<file path="src/rtl/step_arb_pkg.sv">
// Shared types for the step arbiter: sequencer states, phase encodings and the phase step rule.
package step_arb_pkg;

  typedef enum logic [1:0] {
    IDLE = 2'd0,
    RUN  = 2'd1,
    DONE = 2'd2
  } state_t;

  localparam logic [1:0] PH0 = 2'b00;
  localparam logic [1:0] PH1 = 2'b01;
  localparam logic [1:0] PH2 = 2'b10;
  localparam logic [1:0] PH3 = 2'b11;

  // The high bit toggles when k is set and the low bit always toggles.
  // With k = q[0] this counts PH0->PH1->PH2->PH3->PH0.
  function automatic logic [1:0] ph_next(input logic [1:0] q, input logic k);
    return {q[1] ^ k, ~q[0]};
  endfunction

endpackage

</file>
<file path="src/rtl/phase_seq.sv">
// 2-bit k-driven phase sequencer. It advances one step per enabled cycle and holds otherwise.
module phase_seq
  import step_arb_pkg::*;
(
  input  logic       clk,
  input  logic       clr,
  input  logic       en,
  input  logic       k,
  output logic [1:0] q
);

  always_ff @(posedge clk or posedge clr) begin
    if (clr)     q <= PH0;
    else if (en) q <= ph_next(q, k);
  end

endmodule

</file>
<file path="src/rtl/step_arbiter.sv">
// Two-requester job arbiter that steps a shared phase sequencer once per RUN cycle.
// Define STEP_ARB_RR_EN for round-robin tie breaking; the default is fixed priority to requester 0.
module step_arbiter
  import step_arb_pkg::*;
#(
  parameter int CW = 4
) (
  input  logic          clk,
  input  logic          clr,
  input  logic [1:0]    req,
  input  logic [CW-1:0] cnt0,
  input  logic [CW-1:0] cnt1,
  output logic [1:0]    gnt,
  output logic          busy,
  output logic          done,
  output logic [1:0]    phase,
  output logic [CW-1:0] steps_left
);

  state_t        state, state_nxt;
  logic [1:0]    gnt_nxt;
  logic [CW-1:0] sl_nxt;
  logic          win;

`ifdef STEP_ARB_RR_EN
  logic last;

  // On a tie, the requester that was not granted last wins.
  assign win = (req == 2'b11) ? ~last : ~req[0];

  always_ff @(posedge clk or posedge clr) begin
    if (clr)                         last <= 1'b1;
    else if (state == IDLE && |req)  last <= win;
  end
`else
  assign win = ~req[0];
`endif

  always_comb begin
    state_nxt = state;
    gnt_nxt   = gnt;
    sl_nxt    = steps_left;
    case (state)
      IDLE: if (|req) begin
        gnt_nxt   = win ? 2'b10 : 2'b01;
        sl_nxt    = win ? cnt1 : cnt0;
        state_nxt = (sl_nxt == '0) ? DONE : RUN;
      end
      RUN: begin
        // The decrement is guarded so steps_left can never wrap.
        if (steps_left != '0)       sl_nxt    = steps_left - 1'b1;
        if (steps_left <= CW'(1))   state_nxt = DONE;
      end
      DONE: begin
        state_nxt = IDLE;
        gnt_nxt   = 2'b00;
      end
      default: begin
        state_nxt = IDLE;
        gnt_nxt   = 2'b00;
      end
    endcase
  end

  always_ff @(posedge clk or posedge clr) begin
    if (clr) begin
      state      <= IDLE;
      gnt        <= 2'b00;
      steps_left <= '0;
    end else begin
      state      <= state_nxt;
      gnt        <= gnt_nxt;
      steps_left <= sl_nxt;
    end
  end

  assign busy = (state != IDLE);
  assign done = (state == DONE);

  phase_seq u_seq (
    .clk (clk),
    .clr (clr),
    .en  (state == RUN),
    .k   (phase[0]),
    .q   (phase)
  );

endmodule

</file>
<file path="config.mk">
export PLATFORM = sky130hd
export DESIGN_NAME = step_arbiter
export DESIGN_NICKNAME = d
export VERILOG_FILES = /design/src/rtl/step_arb_pkg.sv /design/src/rtl/phase_seq.sv /design/src/rtl/step_arbiter.sv
export SDC_FILE = /design/constraint.sdc
export NUM_CORES = 1
export LEC_CHECK = 0
export CAP_MARGIN = 20
export CELL_PAD_IN_SITES_DETAIL_PLACEMENT = 1
export CELL_PAD_IN_SITES_GLOBAL_PLACEMENT = 1
export CORE_MARGIN = 5
export CORE_UTILIZATION = 26
export DETAILED_ROUTE_END_ITERATION = 8
export PLACE_DENSITY = 0.61
export SETUP_SLACK_MARGIN = 0.5
export SLEW_MARGIN = 10
export SYNTH_ARGS = -nofsm -noshare
export SYNTH_HDL_FRONTEND = slang
export SYNTH_SLANG_ARGS = --single-unit
</file>
<file path="constraint.sdc">
create_clock -name clk -period 1.9 [get_ports clk]
set_input_delay 0.38 -clock clk [delete_from_list [all_inputs] [get_ports clk]]
set_output_delay 0.38 -clock clk [all_outputs]
set_load 0.02 [all_outputs]
</file>
==> results of run 1 <==
==> timing repair <==
action	in CTS	in global routing
pin swaps	5	1
gates resized for setup	32	16
cloned	1	0
endpoints found under the setup margin	16	13
buffers inserted	3	3
==> state kept, by name, indices dropped and copies added, names as in the netlist <==
name and count:
gnt 2, state 2, steps_left 4, u_seq.q 2
==> per-stage QoR <==
stage          power [mW]  setup slack, ns  util (%)  instances
2_1_floorplan        1.12            0.399         -         67
3_3_place_gp         1.48           0.0147      37.4        117
3_5_place_dp         1.50           0.0164      37.4        117
4_1_cts              1.74            0.255      40.6        125
5_1_grt              1.97            0.346      41.6        128
6_report             1.85            0.376      41.6        128
==> metal layers <==
| layer | share of wire, % | up-vias | global-route usage (%) | wire [um] |
|---|---|---|---|---|
| met5 | 0 | - | 0 | 0 |
| met4 | 2.1 | 0 | 4.55 | 45 |
| li1 | - | 303 | - | - |
| met2 | 53 | 20 | 21.1 | 1160 |
| met3 | 6.2 | 7 | 5.03 | 137 |
| met1 | 39 | 316 | 14.6 | 852 |
==> kinds of logic after synthesis <==
group | synth area share (%)
XOR/XNOR | 2.53
adder cells (fa/ha/maj) | 5.43
AO/OA/AOI/OAI | 11.6
AND/OR/NAND/NOR | 27.3
multiplexers | 9.22
flip-flops | 36.2
buffers and inverters | 7.78
==> Yosys cell counts (2+ instances only) <==
library cell  count  area, sq um
o31ai_1           2         15.0
dfrtp_1          10          250
nor4b_1           2         17.5
clkbuf_1          2         7.51
inv_1             6         22.5
mux2i_1           3         30.0
a211oi_1          2         15.0
a21oi_1           2         10.0
nand2b_1          2         12.5
ha_1              3         37.5
nor4_1            2         12.5
mux2_2            3         33.8
nor2_1            4         15.0
==> power breakdown <==
part	switching, mW	internal, mW	leakage (nW)
logic	0.616	0.604	0.329
clock network	0.0924	0.0817	0.0150
registers	0.117	0.337	0.116
total	0.825	1.02	0.459
==> cell type report <==
class	count	share of cell area, %
clock buffers	4	2.50
flip-flops and latches	10	24.3
inverters	6	2.15
well taps	30	3.58
multi-input cells	46	42.7
repair buffers	32	24.8
==> worst max-delay path by stage <==
| stage | start | to | slack (ns) | cells past startpoint |
|---|---|---|---|---|
| 2_1_floorplan | steps_left[1] | steps_left[0] | 0.40 | 5 |
| 3_3_place_gp | req[0] | state[1] | 0.01 | 4 |
| 3_5_place_dp | req[0] | state[1] | 0.02 | 4 |
| 4_1_cts | state[0] | busy | 0.26 | 2 |
| 5_1_grt | state[0] | steps_left[0] | 0.35 | 5 |
| 6_report | state[0] | steps_left[0] | 0.38 | 5 |
==> results.sh, run 1 <==
export IMPL_synth_seq_cells=10
export IMPL_avgSynthCellArea_sq_um=10.3
export IMPL_clockBufferDepth=2
export IMPL_drive_gt1_share_pct=48.0
export IMPL_cap_violations=0
export IMPL_fin_skew_ns=0.00721
export IMPL_rrSetupSlack_ns=0.38
export IMPL_leakage_nw=0.459
export IMPL_regArea_sq_um=255
export IMPL_slowest_stage="or4b_4"
export IMPL_crit_chain="buf_4 > buf_6 > nor4bb_4 > or4b_4 > o211ai_2"
export IMPL_htree_levels=1
export IMPL_start_kind="flop"
export IMPL_cts_tree="built"
export IMPL_die_w_um=61.6
export IMPL_cp_arrival_ns=1.73
export IMPL_cts_inserted_buffers=3
export IMPL_route_detailed_drc=0
export IMPL_final_hold_violation_count=0
export IMPL_clock_sinks=10
export IMPL_synthesis_area_sq_um=692
export IMPL_slowest_delay_ns=0.52
export IMPL_globalplace_congestion=0.734
export IMPL_antenna_found_initial=0
export IMPL_report_final_slew_viol_count=0
export IMPL_fillers=304
export IMPL_dr_total_vias=646
export IMPL_fin_crit_sh_pct=80.2
export IMPL_first_global_vias=661
export IMPL_grt_use_total_pct=12.6
export IMPL_placement_rows=18
export IMPL_setup_tns_ns=0
export IMPL_root_buffer="clkbuf_4"
export IMPL_synth_edf_count=0
export IMPL_ctsHoldBuffers=0
export IMPL_whs_ns=0.390
export IMPL_dpl_hpwl_um=1510
export IMPL_multi_input_area_sq_um=448
export IMPL_setup_viol=0
export IMPL_wl_per_cell_um=17.1
export IMPL_ant_nets=0
export IMPL_r2r_end="steps_left[0]"
export IMPL_status="finished clean"
export IMPL_syn_to_final_growth_pct=51.7
export IMPL_synthArstFlopShare_pct=100
export IMPL_ir_drop_mv=0.911
export IMPL_synthCells=67
export IMPL_cp_max_fo=6
export IMPL_port_buffers=21
export IMPL_rr_worst_depth=5
export IMPL_rr_startpoint="state[0]"
export IMPL_grt_max_degree=12
export IMPL_synthDistinctLibCells=37
export IMPL_io_pins=22
export IMPL_initial_core_util_pct=27.4
export IMPL_period_needed_ns=1.52
export IMPL_path_class="reg2reg"
export IMPL_layout_common_cells="clkdlybuf4s50_1, buf_4, dfrtp_1, buf_2"
export IMPL_path_clk_slew_ns=0.08
export IMPL_vias_per_cell=5.05
export IMPL_synth_warnings=0
export IMPL_wl_um=2190
export IMPL_worstPathRequired_ns=2.11
export IMPL_num_nets_final=114
export IMPL_cp_end_kind="flop"
export IMPL_die_height_um=61.6
export IMPL_fin_area_sq_mm=0.00105
export IMPL_worst_pin_slew_ns=0.450
export IMPL_dpl_cell_area_sq_um=943
export IMPL_clk_latency_ns=0.29
export IMPL_slew_headroom_pct=69.9
export IMPL_grt_pass1_wl_um=3330
export IMPL_cpLargestDelayFamily="simple AND/OR/NAND/NOR gates"
export IMPL_core_area_sq_mm=0.00252
export IMPL_power_density_mw_per_mm2=1760
export IMPL_min_path_type="in2async"
export IMPL_synth_seq_area_share_pct=36.2
export IMPL_firstDrtPassIters=4
export IMPL_diodes=0
export IMPL_grt_overflow=0
export IMPL_drt_iter0_drc=17
export IMPL_fp_dieArea_sq_mm=0.00379
export IMPL_rsz0062_at_grt="yes"
export IMPL_synthFlopType="dfrtp_1"
export IMPL_synth_nets=82
export IMPL_cp_num_buf_inv=2
export IMPL_max_freq_mhz=656
(Power assumes the default switching activity.)
==> inputs of run 2 (changes only) <==
PLACE_DENSITY = 0.64   (was 0.61)
clock period = 1.37 ns   (was 1.9 ns; I/O delays follow)
==> run 2 against run 1 <==
Compared with the run above: the run now ends with setup timing left; via count up 14%; critical endpoint is now steps_left[3]; largest cell class is now non-clock buffers; worst hold slack worse by 0.11 ns; total power up 88%; largest power group unchanged; clock skew down 0.0066 ns; first-iteration DRC count down 65%.
==> results.sh, run 2 (synthesis gave the netlist of run 1 again) <==
export IMPL_status="finished with violations"
export IMPL_violations="setup timing"
export IMPL_wl_um=2620
export IMPL_worst_pin_slew_ns=0.435
export IMPL_htree_levels=1
export IMPL_fin_skew_ns=0.000603
export IMPL_clockBufferDepth=2
export IMPL_grt_max_degree=12
export IMPL_ir_drop_mv=1.46
export IMPL_total_power_mw=3.48
export IMPL_syn_to_final_growth_pct=99.3
export IMPL_startpoint="steps_left[0]"
export IMPL_route_detailed_drc=0
export IMPL_worst_slack_ns=-0.0909
export IMPL_cts_tree="built"
export IMPL_cp_end_kind="flop"
export IMPL_multi_input_area_sq_um=513
export IMPL_die_w_um=61.6
export IMPL_fin_crit_sh_pct=107
export IMPL_grt_overflow=0
export IMPL_final_common_cell="buf_6"
export IMPL_io_pins=22
export IMPL_dr_total_vias=736
export IMPL_final_hold_violation_count=0
export IMPL_path_clk_slew_ns=0.08
export IMPL_drt_iter0_drc=6
export IMPL_layout_common_cells="buf_6, buf_4, clkdlybuf4s50_1, dfrtp_1"
export IMPL_setup_tns_ns=-0.454
export IMPL_rrSetupSlack_ns=-0.09
export IMPL_grt_pass1_wl_um=4000
export IMPL_rsz0062_at_grt="yes"
export IMPL_diodes=0
export IMPL_antenna_found_initial=0
export IMPL_core_area_sq_mm=0.00252
export IMPL_cts_inserted_buffers=3
export IMPL_first_global_vias=805
export IMPL_regArea_sq_um=255
export IMPL_grt_use_total_pct=15.5
export IMPL_report_final_slew_viol_count=0
export IMPL_fp_dieArea_sq_mm=0.00379
export IMPL_leakage_nw=0.621
export IMPL_whs_ns=0.279
export IMPL_ctsHoldBuffers=0
export IMPL_cp_max_fo=4
export IMPL_fillers=264
export IMPL_crit_end="steps_left[3]"
export IMPL_vias_per_cell=4.94
export IMPL_wl_per_cell_um=17.6
export IMPL_min_path_type="in2async"
export IMPL_r2r_end="steps_left[3]"
export IMPL_die_height_um=61.6
export IMPL_cp_arrival_ns=1.67
export IMPL_rr_worst_depth=5
export IMPL_period_needed_ns=1.46
export IMPL_dpl_cell_area_sq_mm=0.00106
export IMPL_num_nets_final=135
export IMPL_firstDrtPassIters=2
export IMPL_rr_startpoint="steps_left[0]"
export IMPL_setup_viol=7
export IMPL_largest_register_ffs=4
export IMPL_dpl_hpwl_um=1750
export IMPL_path_class="reg2reg"
export IMPL_initial_core_util_pct=27.4
export IMPL_drive_gt1_share_pct=67.2
export IMPL_placement_rows=18
export IMPL_utilization_pct=54.7
export IMPL_port_buffers=21
export IMPL_globalplace_congestion=0.770
export IMPL_cap_violations=0
export IMPL_clk_latency_ns=0.29
export IMPL_max_freq_mhz=685
export IMPL_regMostFlops="steps_left"
export IMPL_worstPathRequired_ns=1.58
export IMPL_fin_area_sq_mm=0.00138
export IMPL_power_density_mw_per_mm2=2520
export IMPL_slew_headroom_pct=71.0
export IMPL_start_kind="flop"
export IMPL_root_buffer="clkbuf_4"
export IMPL_ant_nets=0
export IMPL_clock_sinks=10
==> run 2: changes by cell type in the layout (fill, tap and decap cells not counted), moves of 3 or more <==
cell / change
buf_2: -5
buf_6: +20
buf_4: +10
dlygate4sd2_1: -3
==> run 2: worst min-delay path by stage <==
stage	slack, ns	from	end
2_1_floorplan	0.11	clr	gnt[0]
5_1_grt	0.31	clr	gnt[1]
3_5_place_dp	0.46	u_seq.q[1]	u_seq.q[1]
3_3_place_gp	0.46	u_seq.q[1]	u_seq.q[1]
4_1_cts	0.30	clr	gnt[1]
6_report	0.28	clr	u_seq.q[1]
==> run 2: routing by layer <==
| layer | up-vias | global-route usage, % | share of wire [%] | wire, um |
|---|---|---|---|---|
| met2 | 20 | 28.0 | 54 | 1420 |
| met5 | - | 0 | 0 | 0 |
| li1 | 345 | - | - | - |
| met3 | 9 | 4.19 | 3.5 | 92 |
| met1 | 362 | 16.4 | 39 | 1020 |
| met4 | 0 | 7.27 | 3.4 | 89 |
==> run 2: repair_timing <==
action,CTS,global route
setup buffers,9,5
pin swaps,7,11
gates resized for setup,77,20
gates cloned,0,0
setup endpoints to repair,20,20
==> run 2: power breakdown <==
group | switching, mW | internal [mW] | total, mW
registers | 0.152 | 0.467 | 0.619
logic | 1.08 | 1.47 | 2.56
clock network | 0.137 | 0.162 | 0.299
total | 1.37 | 2.10 | 3.48
==> run 2: layout make-up <==
class | instances | share of cell area (%)
clock buffers | 4 | 2.63
inverters | 6 | 1.63
multi-input cells | 46 | 37.2
flip-flops and latches | 10 | 18.5
well taps | 30 | 2.72
repair buffers | 53 | 37.3
==> run 2: metrics by stage <==
step | std cells | setup slack, ns
floorplan | 67 | -0.131
global placement | 131 | -0.235
detailed placement | 131 | -0.319
CTS | 144 | -0.118
global route | 149 | -0.138
finish | 149 | -0.0909
==> run 2: critical path, cell delays in order, from the launching register on <==
cell	delay [ns]
dfrtp_2	0.40
inv_2	0.06
ha_4	0.15
nor4bb_4	0.15
or3_4	0.43
o22ai_2	0.17
==> edit 1 (config.mk and constraints of run 2) <==
Build with the macro `STEP_ARB_RR_EN` defined.
--- a/src/rtl/step_arbiter.sv
+++ b/src/rtl/step_arbiter.sv
@@ -2,2 +2,4 @@
 // Define STEP_ARB_RR_EN for round-robin tie breaking; the default is fixed priority to requester 0.
+`define STEP_ARB_RR_EN
+
 module step_arbiter
Behaviour: not the same (a bounded check fails within 4 cycles, from zero or initial values).
==> edit 1 against run 2 <==
- the run still ends with setup timing left
- synthesized area grew 6.7%
- worst setup slack worse by 0.013 ns
- final area grew 14%
- first-iteration DRC count rose to 3.2 times the old value
- sequential cell count is 1 higher
- routed wire length is 14% higher
- combinational power up 12%
- total power grew 11%
- largest cell class unchanged
- critical endpoint is now steps_left[0]
==> edit 1: results (changes against run 2) <==
Status: finished, violations left (unchanged)
Violated checks: setup timing (unchanged)
Total track usage: 15.62% (was 15.45%)
Drt first pass iters: 4 (was 2)
Setup Viol. Count Final: 6 (was 7)
Final Worst Setup Slack: -0.1035 ns (was -0.09087 ns)
Post-DRT Antenna Nets: 0 (unchanged)
Netlist cell types: 35 (was 37)
Layout cells sized above 1: 68.53% (was 67.23%)
Skew-Pair Late Insertion Delay: 0.29 ns (about the same)
Global placement routability congestion: 0.7805 (was 0.7703)
Leakage: 0.0007168 µW (was 0.0006215 µW)
CP arrival: 1.68 ns
Syn Inst Count: 78 (was 67)
Cells after DPL: 153 (was 131)
Vias/cell: 5.011 (was 4.940)
Max reg flops: 4 (unchanged)
Peak supply drop: 0.001519 V (was 0.001461 V)
Final HPWL DP: 1.982 mm (was 1.749 mm)
Largest net degree at the start of global routing: 12 (unchanged)
Slowest library cell on the worst path: dfrtp_2 (was or3_4)
Crit path max-delay family: flip-flops (was simple AND/OR/NAND/NOR gates)
Slew headroom: 82.53% (was 70.98%)
DRT iter0 DRCs: 19 (was 6)
Nets: 159 (was 135)
Total CTS buffers: 3 (unchanged)
First-pass GRT wire length: 4.974 mm (was 4.002 mm)
Proportion of synthesized chip area in sequential cells: 37.46% (was 36.17%)
Post-DP Area: 1214 µm² (was 1059 µm²)
Synth cell count leaders: 10 x dfrtp_1, 6 x a21oi_1, 5 x inv_1, 5 x nand2_1, 5 x nor2_1 (was 10 x dfrtp_1, 6 x inv_1, 4 x nor2_1)
Via count: 872 (was 736)
CTS H-tree depth: 1 (unchanged)
Synth area leaders: dfrtp_1 34%, ha_1 5.1%, a21oi_1 4.1% (was dfrtp_1 36%, ha_1 5.4%, mux2_2 4.9%)
Final Skew: 0.01001 ns (was 0.0006027 ns)
Setup TNS Final: -0.3530 ns (was -0.4538 ns)
Vias in the first global route: 961 (was 805)
DRT Wirelength: 2.982 mm (was 2.621 mm)
CP max stage delay: 0.40 ns (was 0.43 ns)
Mapped Nets: 93 (was 82)
## edit 1: path summary, 6_finish.rpt
path | cells after the start | slack [ns] | startpoint | to
min | 3 | 0.27 | clr | gnt[1]
max reg2reg | 6 | -0.10 | steps_left[1] | steps_left[0]
max | 6 | -0.10 | steps_left[1] | steps_left[0]
min in group clk | 3 | 0.33 | req[1] | last
min reg2reg | 2 | 0.60 | u_seq.q[0] | u_seq.q[0]
max in group asynchronous | 3 | 0.87 | clr | last
## edit 1: stage by stage
| stage | setup WS (ns) | hold WS (ns) |
|---|---|---|
| final | -0.1035 | 0.2658 |
| after global routing | -0.1342 | 0.2742 |
| after CTS | -0.09153 | 0.2727 |
| after detailed placement | -0.4892 | 0.4903 |
| after global placement | -0.4820 | 0.4728 |
| after floorplan | -0.09603 | 0.1255 |
## edit 1: power breakdown
part | leakage, µW | internal, µW | switching (µW)
Sequential | 0.000124 | 521 | 230
Combinational | 0.000577 | 1670 | 1200
Clock | 0.0000150 | 113 | 144
Total | 0.000717 | 2300 | 1570
## edit 1: layer usage
metal	up-vias	track usage, %	wire length [µm]
li1	413	-	-
met2	24	26.67	1463
met1	428	18.46	1261
met3	7	4.973	196
met5	-	0	0
met4	0	4.935	61
## edit 1: worst register-to-register path, cell delays in order (launching register included)
cell      delay [ns]
dfrtp_2         0.40
inv_2           0.06
ha_4            0.16
a311oi_4        0.26
buf_6           0.17
mux2_4          0.30
o21ai_2         0.05
## edit 1: layout make-up
class | count | area [µm²]
clock buffers | 4 | 26.28
fillers | 299 | 1166
multi-input cells | 58 | 599.3
flip-flops and latches | 11 | 282.8
well taps | 31 | 38.79
inverters | 5 | 18.77
repair buffers | 65 | 601.8
## edit 1: cell families after synthesis
| kind of cell | count (synthesis) | share of synthesized area (%) |
|---|---|---|
| muxes | 2 | 3.559 |
| DFF | 11 | 37.46 |
| xor gates and xnor gates | 3 | 3.560 |
| buffers and inverters | 9 | 6.779 |
| and+or+nand+nor | 24 | 18.48 |
| adders and majority gates | 3 | 5.085 |
| AOI/OAI and AO/OA | 26 | 25.09 |
## edit 1: what timing repair did
item,in CTS,in global routing
resized for setup,111,14
setup endpoints to repair,21,21
pin swaps,12,11
setup buffers,13,4
gates cloned,0,0
hold buffers,0,0
==> edit 2 (settings of run 2) <==
Made on the original files. Change the parameter `CW` from 4 to 5.
--- a/src/rtl/step_arbiter.sv
+++ b/src/rtl/step_arbiter.sv
@@ -5,3 +5,3 @@
 #(
-  parameter int CW = 4
+  parameter int CW = 5
 ) (
Interface: changed (resized cnt0, cnt1 and steps_left); port bits go from 22 to 25. No check against the original RTL was run, so the function may have changed too.
==> edit 2 against run 2 <==
- the flow still finishes with violations (setup timing)
- synthesized area increased by 5.8%
- utilization about the same
- non-clock buffer count grew 8
- routed wire length fell by 2.4%
- sequential cell count increased by 1
- final area grew 8.3%
- total power is 6.2% higher
- sequential share of layout area grew 0.42 points
- worst setup slack improved by 0.074 ns
- clock skew rose by 0.011 ns
- global-route usage shrank 1.9 points
- largest power group unchanged
- combinational power is 8.2% higher
==> edit 2: results (changes against run 2) <==
Nets: 152 (was 135)
Clock net power: 230 µW (was 299 µW)
Met3 wire len: 92 µm (unchanged)
Violated checks: setup timing (unchanged)
Setup Viol. Count Final: 1 (was 7)
Final Skew: 0.01184 ns (was 0.0006027 ns)
Setup crit start: steps_left[1] (was steps_left[0])
Antenna fix cells: 0 (unchanged)
Switch Pwr: 1521 µW (was 1373 µW)
Critical path peak fanout: 3 (was 4)
Max Used Layer: met4 (unchanged)
Netlist cell types: 32 (was 37)
Proportion of synthesized chip area in sequential cells: 37.61% (was 36.17%)
Combinational power share: 75.0% (was 73.6%)
R2R cell count: 5 (unchanged)
Met1 usage: 15.52% (was 16.44%)
Leakage: 0.0006801 µW (was 0.0006215 µW)
Hold_buf cts: 0 (unchanged)
DRT met1 WL: 1.028 mm (was 1.016 mm)
Total CTS buffers: 3 (unchanged)
CP max stage delay: 0.39 ns (was 0.43 ns)
Skew-Pair Late Insertion Delay: 0.27 ns (was 0.29 ns)
Final HPWL DP: 1.854 mm (was 1.749 mm)
Vias in the first global route: 890 (was 805)
Mapped Nets: 91 (was 82)
Syn Inst Count: 75 (was 67)
Maxcap violations: 0 (unchanged)
Port bufs: 24 (was 21)
Met2 Wirelength: 1.406 mm (was 1.422 mm)
Non-filler instance count after layout: 166 (was 149)
Largest Register: steps_left (unchanged)
M2 GR Usage: 23.85% (was 27.95%)
Reg2Reg Capture Point: steps_left[0] (was steps_left[3])
CP arrival: 1.54 ns (was 1.67 ns)
Vias/cell: 4.765 (was 4.940)
Synth cell count leaders: 11 x dfrtp_1, 8 x nor2_1, 6 x mux2i_1 (was 10 x dfrtp_1, 6 x inv_1, 4 x nor2_1)
Max reg flops: 5 (was 4)
Global placement routability congestion: 0.7473 (was 0.7703)
Setup Buffers After CTS: 7 (was 9)
Total track usage: 13.56% (was 15.45%)
Slew headroom: 66.79% (was 70.98%)
Drt first pass iters: 4 (was 2)
Crit path max-delay family: compound AO/OA/AOI/OAI gates (was simple AND/OR/NAND/NOR gates)
Status: finished, violations left (unchanged)
Layout cells sized above 1: 68.15% (was 67.23%)
Peak supply drop: 0.001461 V (about the same)
Synth area leaders: dfrtp_1 38%, mux2i_1 8.2%, buf_6 4.6% (was dfrtp_1 36%, ha_1 5.4%, mux2_2 4.9%)
Asr flop ratio synth: 100.0% (unchanged)
Met3 Usage GRT: 2.842% (was 4.193%)
Final Worst Setup Slack: -0.01674 ns (was -0.09087 ns)
Clock transition at path regs: 0.08 ns (about the same)
DRT iter0 DRCs: 14 (was 6)
First-pass GRT wire length: 4.229 mm (was 4.002 mm)
Post-cts gate resize count: 97 (was 77)
CTS H-tree depth: 1 (unchanged)
Slowest library cell on the worst path: dfrtp_2 (was or3_4)
Pre-CTS setup slack: -0.3438 ns (was -0.3190 ns)
DRT Wirelength: 2.559 mm (was 2.621 mm)
Worst setup path endpoint: steps_left[0] (was steps_left[3])
-- edit 2: kinds of logic after synthesis --
logic type,synth area share (%)
fa+ha+maj,3.418
mux,8.205
buf+inv,8.889
simple gates,21.20
compound gates,18.29
flops,37.61
xor+xnor,2.394
-- edit 2: cell type report --
type / count / area (µm²)
Clock buffer: 4 / 26.28
Tap cell: 31 / 38.79
Sequential cell: 11 / 282.8
Multi-Input combinational cell: 54 / 545.5
Inverter: 5 / 21.27
Fill cell: 308 / 1240
Timing Repair Buffer: 61 / 579.3
-- edit 2: per-stage QoR --
stage                     instance area, µm²  power (µW)  hold WS (ns)  util [%]  setup TNS [ns]
final                                   1494        3690        0.3208     54.65        -0.01674
after global routing                    1494        3923        0.3643     54.65         -0.1454
after CTS                               1381        3346        0.3296     50.53        -0.01873
after detailed placement                1192        2613        0.4845     43.62          -2.371
after global placement                  1192        2576        0.4511     43.62          -2.070
after floorplan                        804.5        1833        0.1261         -               0
